[config.mk]
export PLATFORM = sky130hd
export DESIGN_NAME = target_box_overlay
export DESIGN_NICKNAME = d
export VERILOG_FILES = /design/src/rtl/target_box_overlay.sv
export SDC_FILE = /design/constraint.sdc
export NUM_CORES = 1
export LEC_CHECK = 0
export BUFFER_PORTS_ARGS = -buffer_cell sky130_fd_sc_hd__buf_2
export CAP_MARGIN = 10
export CORE_UTILIZATION = 38
export DETAILED_ROUTE_END_ITERATION = 16
export GPL_TIMING_DRIVEN = 1
export SKIP_CTS_REPAIR_TIMING = 1
export SYNTH_ARGS = -nofsm -noshare
export SYNTH_HDL_FRONTEND = slang
export SYNTH_SLANG_ARGS = --single-unit
[constraint.sdc]
create_clock -name clk -period 6.7 [get_ports clk]
set_clock_uncertainty 0.1 [all_clocks]
set_input_delay 0.67 -clock clk [delete_from_list [all_inputs] [get_ports clk]]
set_output_delay 0.67 -clock clk [all_outputs]
set_load 0.05 [all_outputs]
[src/rtl/target_box_overlay.sv]
// target_box_overlay: draws up to two detector boxes as outlines on an
// RGB888 stream; timing and pixel data both see exactly two register stages.
module target_box_overlay #(
  parameter logic [10:0] IMG_HDISP  = 11'd1280,
  parameter logic [9:0]  IMG_VDISP  = 10'd720,
  parameter logic [2:0]  LINE_W     = 3'd2,
  parameter logic [23:0] BOX_COLOR1 = 24'hFF0000,
  parameter logic [23:0] BOX_COLOR2 = 24'h00FF00
) (
  input  logic        clk,
  input  logic        rst_n,
  input  logic        per_frame_vsync,
  input  logic        per_frame_href,
  input  logic        per_frame_clken,
  input  logic [23:0] per_img_data,
  input  logic [42:0] target_pos_in1,
  input  logic [42:0] target_pos_in2,
  input  logic        overlay_en,
  output logic        post_frame_vsync,
  output logic        post_frame_href,
  output logic        post_frame_clken,
  output logic [23:0] post_img_data
);

  localparam logic [10:0] X_LAST = IMG_HDISP - 11'd1;
  localparam logic [9:0]  Y_LAST = IMG_VDISP - 10'd1;
  localparam logic [10:0] LW_X   = {8'd0, LINE_W};
  localparam logic [9:0]  LW_Y   = {7'd0, LINE_W};

  function automatic logic f_valid(input logic [42:0] d);
    logic [10:0] xmin;
    logic [10:0] xmax;
    logic [9:0]  ymin;
    logic [9:0]  ymax;
    xmin = d[10:0];
    ymin = d[20:11];
    xmax = d[31:21];
    ymax = d[41:32];
    return d[42] && (xmin <= xmax) && (ymin <= ymax) &&
           (xmax <= X_LAST) && (ymax <= Y_LAST);
  endfunction

  // Differences are only taken once the pixel is known to be inside.
  function automatic logic f_edge(
    input logic [42:0] d,
    input logic [10:0] x,
    input logic [9:0]  y
  );
    logic [10:0] xmin;
    logic [10:0] xmax;
    logic [9:0]  ymin;
    logic [9:0]  ymax;
    logic        in_box;
    logic        near;
    xmin   = d[10:0];
    ymin   = d[20:11];
    xmax   = d[31:21];
    ymax   = d[41:32];
    in_box = (x >= xmin) && (x <= xmax) &&
             (y >= ymin) && (y <= ymax);
    near   = 1'b0;
    if (in_box) begin
      near = ((x - xmin) < LW_X) || ((xmax - x) < LW_X) ||
             ((y - ymin) < LW_Y) || ((ymax - y) < LW_Y);
    end
    return in_box && near;
  endfunction

  logic        r_vs_prev;
  logic        r_armed;
  logic        r_en;
  logic        r_ok1;
  logic        r_ok2;
  logic [42:0] r_box1;
  logic [42:0] r_box2;
  logic [10:0] r_x;
  logic [9:0]  r_y;

  logic        r_vs1;
  logic        r_hs1;
  logic        r_ck1;
  logic        r_hit1;
  logic        r_hit2;
  logic [23:0] r_data1;

  logic        w_fs;
  logic        w_en;
  logic        w_ok1;
  logic        w_ok2;
  logic [42:0] w_box1;
  logic [42:0] w_box2;
  logic        w_pix;
  logic        w_hit1;
  logic        w_hit2;

  // r_armed blocks a false frame start when reset releases mid-frame.
  assign w_fs   = per_frame_vsync & ~r_vs_prev & r_armed;
  assign w_en   = w_fs ? overlay_en : r_en;
  assign w_box1 = w_fs ? target_pos_in1 : r_box1;
  assign w_box2 = w_fs ? target_pos_in2 : r_box2;
  assign w_ok1  = w_fs ? f_valid(target_pos_in1) : r_ok1;
  assign w_ok2  = w_fs ? f_valid(target_pos_in2) : r_ok2;
  assign w_pix  = per_frame_vsync & per_frame_clken & w_en;
  assign w_hit1 = w_pix & w_ok1 & f_edge(w_box1, r_x, r_y);
  assign w_hit2 = w_pix & w_ok2 & f_edge(w_box2, r_x, r_y);

  always_ff @(posedge clk or negedge rst_n) begin
    if (!rst_n) begin
      r_vs_prev <= 1'b0;
      r_armed   <= 1'b0;
      r_en      <= 1'b0;
      r_ok1     <= 1'b0;
      r_ok2     <= 1'b0;
      r_box1    <= '0;
      r_box2    <= '0;
      r_x       <= '0;
      r_y       <= '0;
    end else begin
      r_vs_prev <= per_frame_vsync;
      if (!per_frame_vsync) begin
        r_armed <= 1'b1;
      end
      if (w_fs) begin
        r_en   <= overlay_en;
        r_box1 <= target_pos_in1;
        r_box2 <= target_pos_in2;
        r_ok1  <= f_valid(target_pos_in1);
        r_ok2  <= f_valid(target_pos_in2);
      end
      if (!per_frame_vsync || !r_armed) begin
        r_x <= '0;
        r_y <= '0;
      end else if (per_frame_clken) begin
        if (r_x < X_LAST) begin
          r_x <= r_x + 11'd1;
        end else begin
          r_x <= '0;
          if (r_y != 10'd1023) begin
            r_y <= r_y + 10'd1;
          end
        end
      end
    end
  end

  always_ff @(posedge clk or negedge rst_n) begin
    if (!rst_n) begin
      r_vs1            <= 1'b0;
      r_hs1            <= 1'b0;
      r_ck1            <= 1'b0;
      r_hit1           <= 1'b0;
      r_hit2           <= 1'b0;
      r_data1          <= '0;
      post_frame_vsync <= 1'b0;
      post_frame_href  <= 1'b0;
      post_frame_clken <= 1'b0;
      post_img_data    <= '0;
    end else begin
      r_vs1            <= per_frame_vsync;
      r_hs1            <= per_frame_href;
      r_ck1            <= per_frame_clken;
      r_hit1           <= w_hit1;
      r_hit2           <= w_hit2;
      r_data1          <= per_img_data;
      post_frame_vsync <= r_vs1;
      post_frame_href  <= r_hs1;
      post_frame_clken <= r_ck1;
      if (r_hit1) begin
        post_img_data <= BOX_COLOR1;
      end else if (r_hit2) begin
        post_img_data <= BOX_COLOR2;
      end else begin
        post_img_data <= r_data1;
      end
    end
  end

endmodule

==> results of run 1 <==
## registers in the layout (all words and copies together), names as in the netlist
register	flops
r_data1	24
r_y	10
r_x	11
post_frame_href	1
r_ok2	1
post_frame_vsync	1
r_box2	42
r_hs1	1
r_armed	1
r_en	1
r_ck1	1
r_vs1	1
r_box1	42
r_hit1	1
post_frame_clken	1
r_hit2	1
r_ok1	1
post_img_data	24
## power by group through the flow
stage	combinational [mW]	sequential (mW)	clock [mW]
after CTS	0.859	1.12	1.07
after floorplan	0.597	1.16	0
after global placement	0.842	1.14	0
final	0.860	1.12	1.05
after detailed placement	0.854	1.14	0
after global routing	0.969	1.13	1.11
## critical path: cells and delay by family, from the launching register on
family | cells | cell delay, ns
compound gates | 6 | 2.18
fa+ha+maj | 1 | 0.33
flops | 1 | 0.57
simple gates | 5 | 1.26
## logic make-up after synthesis
family                     share of synthesized area
and+or+nand+nor                                0.155
AOI/OAI and AO/OA                              0.176
buffers and inverters                         0.0579
DFF                                            0.375
adders and majority gates                      0.156
xor gates and xnor gates                      0.0405
muxes                                         0.0403
## through the flow
step / power [mW] / instance area (sq um)
after CTS: 3.05 / 12700
after detailed placement: 1.99 / 12100
final: 3.03 / 12700
after global routing: 3.21 / 12700
after global placement: 1.98 / 12100
after floorplan: 1.76 / 11000
## cell usage after synthesis, drive strengths merged, types with 7 or more instances
cell type / number
clkbuf: 20
buf: 9
nor3: 31
a21oi: 61
nor4: 10
dfrtp: 165
nor2b: 21
xor2: 11
o211ai: 11
fa: 8
ha: 120
mux2i: 42
nand3: 21
a21o: 18
xnor2: 39
and2: 12
a31oi: 10
o21ai: 105
o2111ai: 7
nor2: 75
nand2: 103
a211oi: 16
nand2b: 15
nand4: 28
o21a: 18
inv: 135
## layout make-up
cell class / count / area, sq um / share of cell area
clock buffer: 18 / 429 / 0.0337
clock inverter: 14 / 188 / 0.0147
inverter: 136 / 510 / 0.0401
multi-input combinational: 877 / 6250 / 0.491
sequential: 165 / 4130 / 0.324
tap: 378 / 473 / 0.0371
timing repair buffer: 147 / 754 / 0.0592
## per-layer routing
metal / wire length (um) / track usage
met5: 0 / 0
met4: 569 / 0.0673
met3: 1290 / 0.0282
met2: 13700 / 0.342
met1: 14200 / 0.283
## path summary, 6_finish.rpt
kind / endpoint / slack (ns) / cells past startpoint
min in group clk: r_hs1 / 0.23 / 1
setup reg to reg: r_hit2 / 2.13 / 12
hold / removal: r_box2[3] / 0.13 / 1
hold reg to reg: post_frame_clken / 0.25 / 0
max in group asynchronous: r_box1[34] / 5.12 / 2
setup / recovery: r_hit2 / 2.13 / 12
==> metrics, run 1 <==
post-DR wirelength/cell 17.1 um; clock insertion delay at the later pin of the skew report 0.44 ns; minimum clock period after layout 4.57 ns; number of CTS-inserted buffers 17; dominant cells by area after synthesis dfrtp_1 (38%), ha_1 (14%), inv_1 (4.5%); library cell contributing the largest single delay on the critical path o41ai_1; final clock period utilization by the worst path 0.681; Final setup violation count 0; chip height 172 um; slew of the pin with the lowest slew margin 0.758 ns; Synth Area per Inst 9.12 sq um; unrepaired setup endpoints after global routing false; EDFF count, synth 0; data arrival at the endpoint of the critical path 4.80 ns; sequential group share of total power 0.370; Crit path required time 6.93 ns; peak supply drop 183 uV; clock tree from TritonCTS done; result of the run finished, final reports clean; count of placed standard cells including taps 1,703; die outline area 0.0297 sq mm; Post-route DRC 0; total number of H-tree levels 4; detailed placer's ending HPWL 23.3 mm; Port Buf Inserts 142; final weighted congestion in routability-driven placement 0.915; net switching fraction of the power 0.329; cells after synthesis 1,207; ratio of routed vias to standard cells 5.28; leading cell types in the layout, fill and taps excluded dfrtp_1 (165), buf_2 (141), inv_1 (132); largest area contributor in the synthesized netlist dfrtp_1; Hold Fails Final Rpt 0; number of placed I/O pins 143; power spent charging and discharging nets 0.996 mW; count of antenna-violating nets left after detailed routing 0; max-slew violation count 0; worst setup path class reg -> reg; # fillers 2,746; cell internal power dissipation 2.03 mW; final critical-path setup slack 2.13 ns; starting density of the core 0.391; share of final-layout standard cells stronger than drive strength 1 0.145; leakage power 6.01 nW; Final nets 1,588; kind of end point of the critical path flop; GR Overflow Total 0; highest net fanout along the worst path 61; Syn-to-layout area delta 15.7%; antenna violations before repair 0; Slowest Stage Delay on Critical Path 0.61 ns; distinct cell type count after synthesis 73; total power density per cell area 238 mW/mm^2; Syn. warnings 0; clock-pin slew reported for the worst setup and hold paths after clock tree synthesis 0.07 ns; timing-limited maximum frequency 0.219 GHz; synthesized net count 1,451; share of flip-flops with an asynchronous set or reset after synthesis 1.00; Gate power share 0.284; clock network fraction of design power 0.346; Post-Route Setup TNS 0 ns; overall die width 172 um; area of the core region 0.0282 sq mm; number of buffers on the longest clock path 2; reg2reg start r_armed; number of antenna repair diodes 0; Seq/Total Area, Yosys 0.375; leading register cell type out of synthesis dfrtp_1; Max-cap violations 0; number of DRC violations after detailed-routing iteration 0 568; cell row count 61; cells along the critical path nand3b_4, o21ai_0, ha_1, nor2b_1, o21ai_1, a21oi_1, o41ai_1, nand2_1, a221o_1, a2111oi_0, nor4_1, nor4b_1; register bit total from synthesis 165; element type at the critical path start flop; GRT Overall Usage 0.209; Cell Area, Synth 0.0110 sq mm; most frequent standard cell in the layout excluding fill and tap cells dfrtp_1; Slew HR 0.495; pin count of the biggest net entering global routing 70; vias in the first global route 8,799; share of Yosys cell area claimed by the top area cell type 0.375; Hold Slack 0.132 ns; final core utilization 0.452; worst min path class in -> async; CP Launch Point r_armed; global-route wire length before repair 47.4 mm; number of clock sinks 165; wire length reported by the detailed router 29.7 mm; vias after detailed routing 9,158; CTS Root Cell clkbuf_16; number of iterations in the first detailed-routing pass 5; number of standard cells in the layout, taps in and fillers out 1,735; Setup Slack @ Placement 1.81 ns
(Power assumes the default switching activity.)
==> inputs of run 2 (changes only) <==
--- a/config.mk
+++ b/config.mk
@@ -5,6 +5,7 @@
 export SDC_FILE = /design/constraint.sdc
 export NUM_CORES = 1
 export LEC_CHECK = 0
+export ABC_AREA = 1
 export BUFFER_PORTS_ARGS = -buffer_cell sky130_fd_sc_hd__buf_2
 export CAP_MARGIN = 10
 export CORE_UTILIZATION = 38
==> constraint.sdc (replaced) <==
create_clock -name clk -period 4.3 [get_ports clk]
set_clock_uncertainty 0.1 [all_clocks]
set_input_delay 0.43 -clock clk [delete_from_list [all_inputs] [get_ports clk]]
set_output_delay 0.43 -clock clk [all_outputs]
set_load 0.05 [all_outputs]
==> run 2 against run 1 <==
Net effect: the flow now finishes with violations (DRC, hold timing); non-clock buffer count is 26 higher; core utilization is 0.19 points higher; global-route usage hardly changed; final cell count is 19% higher; flip-flop and latch count stayed put; fmax is 28% higher; critical path type unchanged.
==> metrics, run 2 <==
result of the run complete, but fails checks; failing checks DRC, hold timing; final critical-path setup slack 0.727 ns (-1.41 ns); clock tree from TritonCTS done; number of clock sinks 165 (unchanged); starting density of the core 0.386 (-0.00522); EDFF count, synth 0 (unchanged); minimum clock period after layout 3.57 ns (-0.993 ns); register bit total from synthesis 165 (unchanged); number of antenna repair diodes 0 (unchanged); CTS Root Cell clkbuf_16; leading register cell type out of synthesis dfrtp_1; GR Overflow Total 0 (unchanged); vias in the first global route 9,588 (+9.0%); Seq/Total Area, Yosys 0.362 (-0.0129); die outline area 0.0307 sq mm (+3.5%); synthesized net count 1,745 (+20%); Setup Slack @ Placement 0.710 ns (-1.10 ns); leakage power 6.98 nW (+16%); share of flip-flops with an asynchronous set or reset after synthesis 1.00 (unchanged); number of DRC violations after detailed-routing iteration 0 784 (+38%); Post-Route Setup TNS 0 ns (unchanged); reg-to-reg setup timing slack 0.73 ns (-1.41 ns); count of placed standard cells including taps 2,016 (+18%); timing-limited maximum frequency 0.280 GHz (+28%); distinct cell type count after synthesis 39 (-47%); share of Yosys cell area claimed by the top area cell type 0.362 (-0.0129); cell row count 63 (+3.3%); number of placed I/O pins 143 (unchanged); highest net fanout along the worst path 30 (-51%); Synth Area per Inst 7.59 sq um (-17%); number of buffers on the longest clock path 2 (unchanged); most frequent standard cell in the layout excluding fill and tap cells nand2_1; final clock period utilization by the worst path 0.831 (+0.149); most common library cells after synthesis nand2_1 (336), inv_1 (225), dfrtp_1 (165), o21ai_0 (122), ha_1 (120); Final nets 1,911 (+20%); share of final-layout standard cells stronger than drive strength 1 0.141 (-0.00402); largest registers r_box1 (42), r_box2 (42); total number of H-tree levels 4 (unchanged); reg2reg start r_vs1; clock insertion delay at the later pin of the skew report 0.43 ns (about the same); total power density per cell area 381 mW/mm^2 (+60%); slew of the pin with the lowest slew margin 0.959 ns (+0.202 ns); Final setup violation count 0 (unchanged); Hold Fails Final Rpt 1 (+1); Syn-to-layout area delta 17.7%; kind of end point of the critical path flop; Slew HR 0.361 (-0.134); antenna violations before repair 0 (unchanged); clock-pin slew reported for the worst setup and hold paths after clock tree synthesis 0.07 ns (about the same); final weighted congestion in routability-driven placement 0.899 (-1.7%); area of the core region 0.0296 sq mm (+5.0%); detailed placer's ending HPWL 25.0 mm (+7.7%); depth of the worst register-to-register path 16 (+4); wire length reported by the detailed router 31.4 mm (+5.7%); unrepaired setup endpoints after global routing false; data arrival at the endpoint of the critical path 3.84 ns (-0.96 ns); # fillers 2,942 (+7.1%); Cell Area, Synth 0.0114 sq mm (+3.6%); dominant cell by count in the synthesized netlist nand2_1; worst min path class in -> async; number of CTS-inserted buffers 17 (unchanged); Syn. warnings 0 (unchanged); overall die width 175 um (+1.7%); element type at the critical path start flop; Hold Slack -0.00170 ns (-0.134 ns); largest area contributor in the synthesized netlist dfrtp_1; Port Buf Inserts 142 (unchanged); number of standard cells in the layout, taps in and fillers out 2,069 (+19%); ratio of routed vias to standard cells 4.94 (-6.4%); Post-route DRC 2 (+2); vias after detailed routing 10,200 (+12%); post-DR wirelength/cell 15.2 um (-11%); Crit path required time 4.57 ns (-2.36 ns); Max-cap violations 0 (unchanged); count of antenna-violating nets left after detailed routing 0 (unchanged); leading cell types in the layout, fill and taps excluded nand2_1 (336), inv_1 (225), dfrtp_1 (165); number of iterations in the first detailed-routing pass 12 (+7); chip height 175 um (+1.7%); worst setup path class reg -> reg; GRT Overall Usage 0.209 (about the same); dominant cells by area after synthesis dfrtp_1 (36%), ha_1 (13%), nand2_1 (11%); capture point of the worst reg-to-reg path r_hit2; global-route wire length before repair 50.3 mm (+6.1%); final core utilization 0.454 (+0.00188); max-slew violation count 0 (unchanged); pin count of the biggest net entering global routing 102 (+46%); cells after synthesis 1,501 (+24%); peak supply drop 287 uV (+56%)
==> run 2: cell types whose count changed in the layout (fill, tap and decap cells not counted), sizes merged, moves of 19 or more <==
cell         delta
xor2           +19
nor2b          -21
nand3          +77
mux2i          -42
nand2         +248
dlygate4sd3    +22
o21ai          +19
or2            +26
nor2           +43
a21oi          +20
inv            +86
xnor2          -25
==> run 2: report_power, final <==
group	switching, mW	internal [mW]	total, mW
Sequential	0.0676	1.72	1.79
Combinational	1.06	0.612	1.67
Clock	0.655	1.01	1.66
==> run 2: final cells by class <==
class	count	area, sq um	area share
multi-input combinational	1083	6320	0.471
inverter	227	852	0.0635
tap	390	488	0.0364
clock inverter	10	170	0.0127
timing repair buffer	173	1000	0.0749
sequential	165	4130	0.308
clock buffer	21	460	0.0343
==> run 2: worst max-delay path, stage by stage, from the launching register on <==
cell,delay (ns)
dfrtp_1,0.45
inv_1,0.18
nand3_4,0.34
buf_4,0.36
o21ai_0,0.36
ha_1,0.36
a21oi_1,0.23
o21ai_0,0.19
a21oi_1,0.21
nand2_1,0.07
nand2_1,0.06
nand3_1,0.07
nor2_1,0.10
nand4_1,0.14
nand2_1,0.11
nor2_1,0.05
a21oi_2,0.12
==> run 2: cells by family (layout without fill, tap and decap cells) <==
kind of cell / after synthesis / count (layout) / synth area share
compound gates: 249 / 249 / 0.119
xor+xnor: 44 / 44 / 0.0338
fa+ha+maj: 128 / 128 / 0.146
buf+inv: 253 / 431 / 0.0835
flops: 165 / 165 / 0.362
simple gates: 662 / 662 / 0.256
==> run 2: worst max-delay path by stage <==
stage	slack [ns]	depth (start not counted)	end	startpoint
after floorplan	0.87	23	r_hit1	per_frame_vsync
after global placement	0.77	18	r_hit2	per_frame_vsync
after detailed placement	0.71	17	r_hit1	per_frame_vsync
after CTS	0.71	17	r_hit1	r_vs1
after global routing	0.31	17	r_hit1	r_vs1
final	0.73	16	r_hit2	r_vs1
==> run 2: per-stage QoR <==
stage          cell area, sq um  hold slack, ns  power, mW
4_1_cts                   13200         -0.0175       5.13
6_report                  13400        -0.00170       5.12
5_1_grt                   13400       0.0000323       5.48
2_1_floorplan             11400          0.0344       3.00
3_3_place_gp              12600           0.237       3.44
3_5_place_dp              12600           0.244       3.46
==> run 2: layer usage <==
metal | up-vias | wire length, um | share of wire | track usage
met5 | - | 0 | 0 | 0
met4 | 0 | 469 | 0.015 | 0.0554
met3 | 30 | 1270 | 0.040 | 0.0344
met2 | 204 | 14500 | 0.46 | 0.332
met1 | 4742 | 15100 | 0.48 | 0.293
li1 | 5249 | - | - | -
==> inputs of run 3 (changes only) <==
==> constraint.sdc (replaced) <==
create_clock -name clk -period 2.9 [get_ports clk]
set_clock_uncertainty 0.1 [all_clocks]
set_input_delay 0.29 -clock clk [delete_from_list [all_inputs] [get_ports clk]]
set_output_delay 0.29 -clock clk [all_outputs]
set_load 0.05 [all_outputs]
==> run 3 against run 2 <==
Net effect: the run ends with setup timing left; clock power up 33%; sequential share of layout area is 2.2 points lower; cell area is 7.9% higher; largest cell class unchanged; core utilization increased by 3.6 points; combinational power increased by 71%; worst setup slack got worse by 0.83 ns; critical path depth is 1 higher.
==> metrics, run 3 (synthesized netlist as in run 2, its figures left out) <==
Hold Fails Final Rpt 0 (-1); Slew HR 0.550 (+0.190); final weighted congestion in routability-driven placement 0.917 (+2.1%); wire length reported by the detailed router 33.1 mm (+5.5%); number of iterations in the first detailed-routing pass 7 (-5); peak supply drop 387 uV (+35%); reg2reg start r_vs1; failing checks setup timing; ratio of routed vias to standard cells 4.92 (-0.38%); reg-to-reg setup timing slack -0.10 ns (-0.83 ns); Final setup violation count 2 (+2); total number of H-tree levels 4 (unchanged); net switching fraction of the power 0.369 (+0.0220); worst setup path class reg -> reg; slew of the pin with the lowest slew margin 0.675 ns (-0.284 ns); placed cell areas 0.0131 sq mm (+4.5%); most frequent standard cell in the layout excluding fill and tap cells nand2_1; area of the core region 0.0296 sq mm (unchanged); minimum clock period after layout 3.00 ns (-0.570 ns); max-slew violation count 0 (unchanged); leading cell types in the layout, fill and taps excluded nand2_1 (327), inv_1 (221), dfrtp_1 (163); pin count of the biggest net entering global routing 60 (-41%); global-route wire length before repair 50.0 mm (-0.52%); clock insertion delay at the later pin of the skew report 0.43 ns (about the same); total power density per cell area 533 mW/mm^2 (+40%); count of placed standard cells including taps 2,077 (+3.0%); power consumption 7.72 mW (+51%); post-DR wirelength/cell 15.3 um (+1.1%); final core utilization 0.490 (+0.0360); Setup Slack @ Placement -0.0264 ns (-0.737 ns); Final nets 2,000 (+4.7%); worst min path class in -> reg; antenna violations before repair 0 (unchanged); unrepaired setup endpoints after global routing true; depth of the worst register-to-register path 17 (+1); CTS Root Cell clkbuf_16; number of standard cells in the layout, taps in and fillers out 2,160 (+4.4%); largest registers r_box1 (42), r_box2 (42); Crit path required time 3.15 ns (-1.42 ns); Post-route DRC 0 (-2); GR Overflow Total 0 (unchanged); clock tree from TritonCTS done; overall die width 175 um (unchanged); Max-cap violations 0 (unchanged); element type at the critical path start flop; number of placed I/O pins 143 (unchanged); count of antenna-violating nets left after detailed routing 0 (unchanged); Syn-to-layout area delta 27.1%; number of clock sinks 165 (unchanged); sequential group share of total power 0.343 (-0.006); power spent charging and discharging nets 2.85 mW (+60%); clock network fraction of design power 0.287 (-0.038); final clock period utilization by the worst path 1.04 (+0.204); final critical-path setup slack -0.103 ns (-0.830 ns); leakage power 7.49 nW (+7.3%); number of buffers on the longest clock path 2 (unchanged); kind of end point of the critical path flop; GRT Overall Usage 0.207 (-0.00180); starting density of the core 0.386 (unchanged); CP Launch Point r_vs1; Gate power share 0.371 (+0.045); number of DRC violations after detailed-routing iteration 0 596 (-24%); chip height 175 um (unchanged); timing-limited maximum frequency 0.333 GHz (+19%); result of the run complete, but fails checks; endpoint of the most critical setup path r_hit2; capture point of the worst reg-to-reg path r_hit2; share of final-layout standard cells stronger than drive strength 1 0.219 (+0.0776); startpoint of the lowest-slack hold path target_pos_in2[4]; data arrival at the endpoint of the critical path 3.26 ns (-0.58 ns); Layout Cell Area excl Fill 0.0145 sq mm (+7.9%); clock-pin slew reported for the worst setup and hold paths after clock tree synthesis 0.07 ns (about the same); vias after detailed routing 10,600 (+4.0%); detailed placer's ending HPWL 25.3 mm (+0.99%); highest net fanout along the worst path 8 (-73%); cell internal power dissipation 4.86 mW (+46%); cell row count 63 (unchanged); die outline area 0.0307 sq mm (unchanged); number of CTS-inserted buffers 17 (unchanged); Port Buf Inserts 142 (unchanged); vias in the first global route 9,930 (+3.6%)
-- run 3: changes by cell type in the layout (fill, tap and decap cells not counted), sizes merged --
cell         previous run  this run
dlygate4sd3            22        27
clkinv                  4         3
clkinvlp                1         2
clkbuf                 21        22
bufinv                  4         0
inv                   228       237
buf                   151       230
diode                   0         1
-- run 3: area by class of cell --
cell class,count,area (sq um)
fill,2919,15100
multi-input combinational,1083,6580
sequential,165,4130
timing repair buffer,262,1880
inverter,227,852
tap,390,488
clock buffer,17,425
clock inverter,15,135
antenna,1,2.50
-- run 3: worst min-delay path by stage --
stage                                   to  depth (start not counted)
final                            r_box2[4]                          3
after global routing             r_box2[4]                          3
after CTS                        r_box1[6]                          1
after detailed placement         r_box1[6]                          1
after global placement           r_box1[6]                          1
after floorplan           post_frame_clken                          0
-- run 3: worst max-delay path, cell delays in order (launching register included) --
cell and delay [ns]:
dfrtp_2 0.41, inv_2 0.08, nand3_4 0.08, buf_12 0.17, buf_12 0.15, o21ai_1 0.27
ha_1 0.35, a21oi_1 0.30, o21ai_2 0.14, a21oi_1 0.21, nand2_1 0.07, nand2_1 0.07
nand3_1 0.07, nor2_1 0.10, nand4_1 0.10, nand2_1 0.09, nor2_1 0.05, a21oi_2 0.12
-- run 3: layer usage --
layer	routed length, um	GRT usage	share of wire	vias to the layer above
met1	15200	0.279	0.46	4908
li1	-	-	-	5436
met4	610	0.0562	0.018	0
met5	0	0	0	-
met3	1490	0.0274	0.045	37
met2	15800	0.346	0.48	253
-- run 3: power groups by stage --
stage	clock network, mW	registers (mW)	logic, mW
global placement	0	2.68	2.58
finish	2.21	2.64	2.86
floorplan	0	2.73	1.74
global route	2.36	2.67	3.23
CTS	2.27	2.64	2.62
detailed placement	0	2.68	2.61
-- run 3: per-stage QoR --
stage / setup TNS (ns) / hold slack, ns
global route: -0.548 / 0.0426
global placement: -0.0264 / 0.185
CTS: -0.109 / -0.279
floorplan: 0 / -0.106
finish: -0.158 / 0.0427
detailed placement: -0.0464 / 0.185
